--- config.mk ---
export PLATFORM = sky130hd
export DESIGN_NAME = money
export DESIGN_NICKNAME = d
export VERILOG_FILES = /design/src/rtl/money.sv
export SDC_FILE = /design/constraint.sdc
export NUM_CORES = 1
export LEC_CHECK = 0
export ABC_AREA = 1
export CAP_MARGIN = 20
export CORE_MARGIN = 2
export CORE_UTILIZATION = 47
export DETAILED_ROUTE_END_ITERATION = 8
export PLACE_DENSITY = 0.74
export SYNTH_ARGS = -nofsm -noshare
export SYNTH_HDL_FRONTEND = slang
export SYNTH_SLANG_ARGS = --single-unit
--- constraint.sdc ---
create_clock -name sclk -period 2.8 [get_ports sclk]
set_input_delay 0.42 -clock sclk [delete_from_list [all_inputs] [get_ports sclk]]
set_output_delay 0.42 -clock sclk [all_outputs]
set_load 0.02 [all_outputs]
--- src/rtl/money.sv ---
// Coin-operated vending credit counter: accumulates coin values into a saturating
// 8-bit balance and emits a one-cycle dispense pulse when a purchase is accepted.
module money #(
    parameter logic [7:0] PRICE = 8'd15,
    parameter logic [7:0] V0    = 8'd1,
    parameter logic [7:0] V1    = 8'd2,
    parameter logic [7:0] V2    = 8'd5,
    parameter logic [7:0] V3    = 8'd10
) (
    input  logic       sclk,
    input  logic       rst,
    input  logic       en,
    input  logic [3:0] money_in,
    input  logic       button,
    output logic       flag,
    output logic [7:0] in_money_val
);

    logic [3:0] r_moneyPrev;
    logic       r_buttonPrev;
    logic [7:0] r_balance;
    logic       r_flag;

    logic [3:0] w_coinRise;
    logic       w_pressEvent;
    logic [7:0] w_coinValue;
    logic       w_accept;
    logic [8:0] w_nextSum;
    logic [7:0] w_nextBalance;

    assign w_coinRise   = money_in & ~r_moneyPrev;
    assign w_pressEvent = r_buttonPrev & ~button;

    // Only a lone rising coin line carries value; simultaneous rises are rejected.
    always_comb begin
        w_coinValue = 8'd0;
        unique case (w_coinRise)
            4'b0001: w_coinValue = V0;
            4'b0010: w_coinValue = V1;
            4'b0100: w_coinValue = V2;
            4'b1000: w_coinValue = V3;
            default: w_coinValue = 8'd0;
        endcase
    end

    assign w_accept = en && w_pressEvent && (r_balance >= PRICE);

    // Acceptance guarantees balance >= PRICE, so the subtraction never underflows.
    always_comb begin
        w_nextSum = {1'b0, r_balance} + {1'b0, w_coinValue};
        if (w_accept) begin
            w_nextSum = w_nextSum - {1'b0, PRICE};
        end
        w_nextBalance = w_nextSum[8] ? 8'hFF : w_nextSum[7:0];
    end

    // Edge-detect copies track the inputs every cycle, so events seen while
    // disabled are dropped rather than replayed once en returns.
    always_ff @(posedge sclk) begin
        if (rst) begin
            r_moneyPrev  <= 4'b0000;
            r_buttonPrev <= 1'b1;
            r_balance    <= 8'd0;
            r_flag       <= 1'b0;
        end else begin
            r_moneyPrev  <= money_in;
            r_buttonPrev <= button;
            r_flag       <= w_accept;
            if (en) begin
                r_balance <= w_nextBalance;
            end
        end
    end

    assign flag         = r_flag;
    assign in_money_val = r_balance;

endmodule

Yosys cells after proc, flatten, opt, wreduce, memory -nomap -nowiden
Index checks and enable logic that the tools add are counted.

Flip-flop bits (word level): 14.

$add $sub $neg: 2. Bitwise logic cells: 4. Equal/unequal tests: 4. Mux-type cells: 3. Reductions and logical operators: 2. $lt $le $gt $ge: 1.

Operators with widths (count): $pmux 4 s4 (1); $add 8x8->9 (1); $mux 9 (1); $sub 9x4->9 const B (1); $ge 8x4->1 const B (1); $mux 8 (1); $and 4x4->4 (1); $eq 4x1->1 const B (1); $eq 4x2->1 const B (1); $eq 4x3->1 const B (1); $eq 4x4->1 const B (1); $not 4->4 (1); $logic_and 1x1->1 (2); $and 1x1->1 (1); $not 1->1 (1).

Longest topological paths before layout
Depth after elaboration: 8. Gate-level depth with buffers: 20.

Worst setup path after synthesis
No wires, ideal clock.

Path type: input port to flip-flop. Start: input port money_in[1]. End: register r_balance[0] (netlist: in_money_val[0]). Data arrival time: 2632 ps. Setup time: 113 ps. Setup slack: 55 ps. Required time: 2687 ps. Path buffers: 0. Cell stages on the path: 19. Path through: inv_1 nor2_1 inv_1 nand2_1 nor3_1 or2_2 ha_1 fa_1 ha_1 inv_1 nor2_1 nand3_2 nand3_4 nor2_4 nand2_1 nand2_1 nand2_2 o21ai_1 inv_1.

Longest elaborated chain between the ends: 7. Elaborated cells on any way between the ends: 10. Those cells by class: add/sub: 2; eq/ne: 4; mux: 3; bitwise: 1.

RTL lines: from (decl) (line 13) `input logic [3:0] money_in,`; $and 4x4->4 * (line 31) `assign w_coinRise = money_in & ~r_moneyPrev;`; $eq 4x4->1 (tied with other cells) (line 37) `unique case (w_coinRise)`; $pmux 4 s4 * (line 37); $add 8x8->9 * (line 50) `w_nextSum = {1'b0, r_balance} + {1'b0, w_coinValue};`; $sub 9x4->9 (line 52) `w_nextSum = w_nextSum - {1'b0, PRICE};`; $mux 9 * (line 51) `if (w_accept) begin`; $mux 8 * (line 54) `w_nextBalance = w_nextSum[8] ? 8'hFF : w_nextSum[7:0];`; to (signal assigned) (line 70) `r_balance <= w_nextBalance;`; to (decl) (line 21) `logic [7:0] r_balance;`.

Every way passes the cells marked *; elsewhere a longest branch is shown, timed or not. A chain may end at the register's enable or synchronous reset.

Worst setup path after layout
Start: input port money_in[2]. End: register r_balance[4] (netlist: in_money_val[4]).

Same word-level chain as after synthesis.

==> reports/metrics.yaml <==
worst_setup_path:
  arrival_ns: 3.01
  critPathLaunchType: "input pin"
  worstSetupEndpointType: "register"
  timing.critical_path.cells: "dlygate4sd2_1 -> inv_2 -> nor2_4 -> inv_2 -> nand2_2 -> buf_4 -> nor3_4 -> or2_4 -> fa_1 -> ha_2 -> inv_2 -> nor2_4 -> nand3_4 -> nand3_4 -> nor2_4 -> nand2_2 -> nand2_2 -> nand2_4 -> o21ai_1 -> inv_1"
  setup.reg_to_reg.worst_slack_ns: 0.02
  critical_path_class: "input pin to register"
  critical-path-slowest-cell: "sky130_fd_sc_hd__fa_1"
  cp_data_required_time_ns: 3.01
  critPathMaxStageDelay_ns: 0.46
  cp.buffers_inverters: 6
  worst-path-max-fanout: 7
  timing.critical_path.max_delay_family: "simple AND/OR/NAND/NOR gates"
sta:
  timing.max_slew.rel_slack_pct: 66.1
  layout_min_cycle_time_ns: 2.79
  timing.final.hold_violations: 0
  grt_setup_unrepaired: "yes"
  maxSlewViolCount: 0
  timing.final.crit_share_pct: 99.7
  layout_setup_ws_ns: 0.00820
  clock-skew-final_ns: 0.00848
  finalSetupTns_ns: 0
  fmax_ghz: 0.358
  transition_time_of_the_tightest_slew_check_pin_ns: 0.507
  final_count_of_negative_setup_slack_endpoints: 0
grt:
  grt_pass1_vias: 1284
  wire_length_of_the_first_global_routing_pass_mm: 5.59
  globalRoute.totalOverflow: 0
  global_route.usage.total_pct: 28.6
  grt_start_max_net_pins: 14
  grt_antenna_before_repair: 0
synth:
  synth.distinct_cells: 22
  synth_area_leaders: "sky130_fd_sc_hd__dfxtp_1, sky130_fd_sc_hd__nand2_1, sky130_fd_sc_hd__inv_1, sky130_fd_sc_hd__nor2_1, sky130_fd_sc_hd__nand3_1"
  netlist_area_um2: 1070
  syn_avg_cell_area_um2: 5.98
  yosysTopAreaCell: "sky130_fd_sc_hd__dfxtp_1"
  postSynthNetCount: 193
  synth_seq_area_share_pct: 26.2
  syn_inst: 179
  yosysWarnings: 0
  postSynthRegisterBits: 14
  yosys.area.top_type_share_pct: 26.2
routing:
  drcViolationCount: 0
  drt_first_iter_violations: 102
  routed_wl_mm: 4.07
  route.antenna.remaining_nets: 0
  vias: 1475
  vias_per_inst: 5.48
  drtPass1Iterations: 5
  routed_wirelength_normalized_by_instance_count_um: 15.1
power_and_ir_drop:
  sum_of_internal_switching_and_leakage_power_w: 0.000690
  power_leakage_nw: 0.885
  powerDensity_nw_per_um2: 391
  max-vdd-ir-drop_v: 0.000352
layout:
  layout_common_cells: "sky130_fd_sc_hd__buf_4, sky130_fd_sc_hd__nand2_1, sky130_fd_sc_hd__nor2_1"
  design_area_um2: 1760
  mostFrequentLayoutCell: "sky130_fd_sc_hd__buf_4"
  synthToLayoutAreaGrowth_pct: 64.8
  antenna-diode-count: 0
  layout-drive-gt1-share_pct: 37.3
  finish.net_count: 256
  finalNonFillerCells: 269
cts:
  cts-root-buf: "sky130_fd_sc_hd__clkbuf_4"
  cts_buffer_depth: 2
  clk-insertion-delay-late_ns: 0.32
  clk_transition_reported_paths_ns: 0.11
  cts_buffer_count: 3
  clock_sinks: 14
  htree_levels: 1
  hold_buffers: 0
  cts_tree: "yes"
place:
  cell_total_after_placement: 238
  routabilityCongestion: 0.811
  port_buffers: 16
  detailed_place.area_um2: 1380
  dpl.hpwl_mm: 2.00
  detailedPlace.worstSlack_ns: -0.630
hold_path:
  holdCritPathClass: "input pin to register"
floorplanning:
  die_height_um: 51.7
  die_footprint_um2: 2670
  ios: 17
  initial_core_util_pct: 48.8
  chipWidth_um: 51.7
  placement_rows: 17
  coreArea_um2: 2190
run:
  drv.max_cap_violation_count: 0
run_status:
  run_status: "complete, no violations"
## per-layer routing
layer / track usage (%) / wire (um) / up-vias
met2: 45.5 / 1890 / 91
li1: - / - / 678
met1: 35.3 / 1550 / 677
met5: 0 / 0 / -
met3: 7.18 / 390 / 29
met4: 15.8 / 233 / 0
## worst min-delay path, cell delays in order
cell and delay [ns]:
sky130_fd_sc_hd__clkdlybuf4s15_1 0.20, sky130_fd_sc_hd__inv_2 0.10, sky130_fd_sc_hd__buf_4 0.11, sky130_fd_sc_hd__nor2_1 0.03
## worst paths after layout
path | startpoint | end | depth (start not counted)
min | money_in[3] | r_moneyPrev[3]$_SDFF_PP0_ | 4
max reg2reg | r_moneyPrev[1]$_SDFF_PP0_ | in_money_val[4]$_SDFFE_PP0P_ | 18
max | money_in[2] | in_money_val[4]$_SDFFE_PP0P_ | 20
min reg2reg | in_money_val[7]$_SDFFE_PP0P_ | in_money_val[7]$_SDFFE_PP0P_ | 2
## registers in the layout (all words and copies together), names as in the netlist
name and count:
in_money_val 8, r_buttonPrev 1, r_moneyPrev 4, flag 1
## cell families (layout without fill, tap and decap cells)
logic type	Yosys count	count (layout)	share of synthesized area, %
AOI/OAI and AO/OA	15	15	7.02
DFF	14	14	26.2
and+or+nand+nor	107	107	45.0
buffers and inverters	35	97	12.4
adders and majority gates	6	6	7.72
xor gates and xnor gates	2	2	1.64
## cells in the mapped netlist
master / count
sky130_fd_sc_hd__buf_2: 1
sky130_fd_sc_hd__or2_2: 2
sky130_fd_sc_hd__clkbuf_1: 1
sky130_fd_sc_hd__inv_2: 1
sky130_fd_sc_hd__xnor2_1: 2
sky130_fd_sc_hd__nand2_2: 2
sky130_fd_sc_hd__nand3_2: 1
sky130_fd_sc_hd__a21oi_1: 6
sky130_fd_sc_hd__o21ai_0: 4
sky130_fd_sc_hd__nor3_1: 5
sky130_fd_sc_hd__nor2_1: 32
sky130_fd_sc_hd__nand2_1: 42
sky130_fd_sc_hd__ha_1: 5
sky130_fd_sc_hd__inv_1: 32
sky130_fd_sc_hd__nand4_1: 1
sky130_fd_sc_hd__nand3b_1: 1
sky130_fd_sc_hd__nand3_4: 1
sky130_fd_sc_hd__fa_1: 1
sky130_fd_sc_hd__nor2_4: 2
sky130_fd_sc_hd__dfxtp_1: 14
sky130_fd_sc_hd__o21ai_1: 5
sky130_fd_sc_hd__nand3_1: 18
## stage by stage
stage          hold slack (ns)  util [%]
3_5_place_dp             0.583      63.2
2_1_floorplan            0.517         -
6_report                 0.565      80.5
3_3_place_gp             0.583      63.2
5_1_grt                  0.556      80.5
4_1_cts                  0.568      74.8
## where the power goes
| part | internal (W) | total (W) | switching [W] |
|---|---|---|---|
| clock network | 0.0000797 | 0.000168 | 0.0000878 |
| logic | 0.000133 | 0.000287 | 0.000154 |
| registers | 0.000214 | 0.000235 | 0.0000213 |
| total | 0.000427 | 0.000690 | 0.000263 |
## layout make-up
class | count | area [um^2]
clock buffers | 4 | 36.3
fillers | 129 | 428
inverters | 33 | 124
multi-input cells | 130 | 801
flip-flops and latches | 14 | 283
well taps | 28 | 35.0
repair buffers | 60 | 484
## timing repair
item / CTS / global route
buffers inserted: 23 / 4
pin swaps: 13 / 15
resized for setup: 23 / 32
setup endpoints to repair: 8 / 9
hold endpoints to repair: 0 / 0
Note: power is estimated with default switching activity, not from simulation.
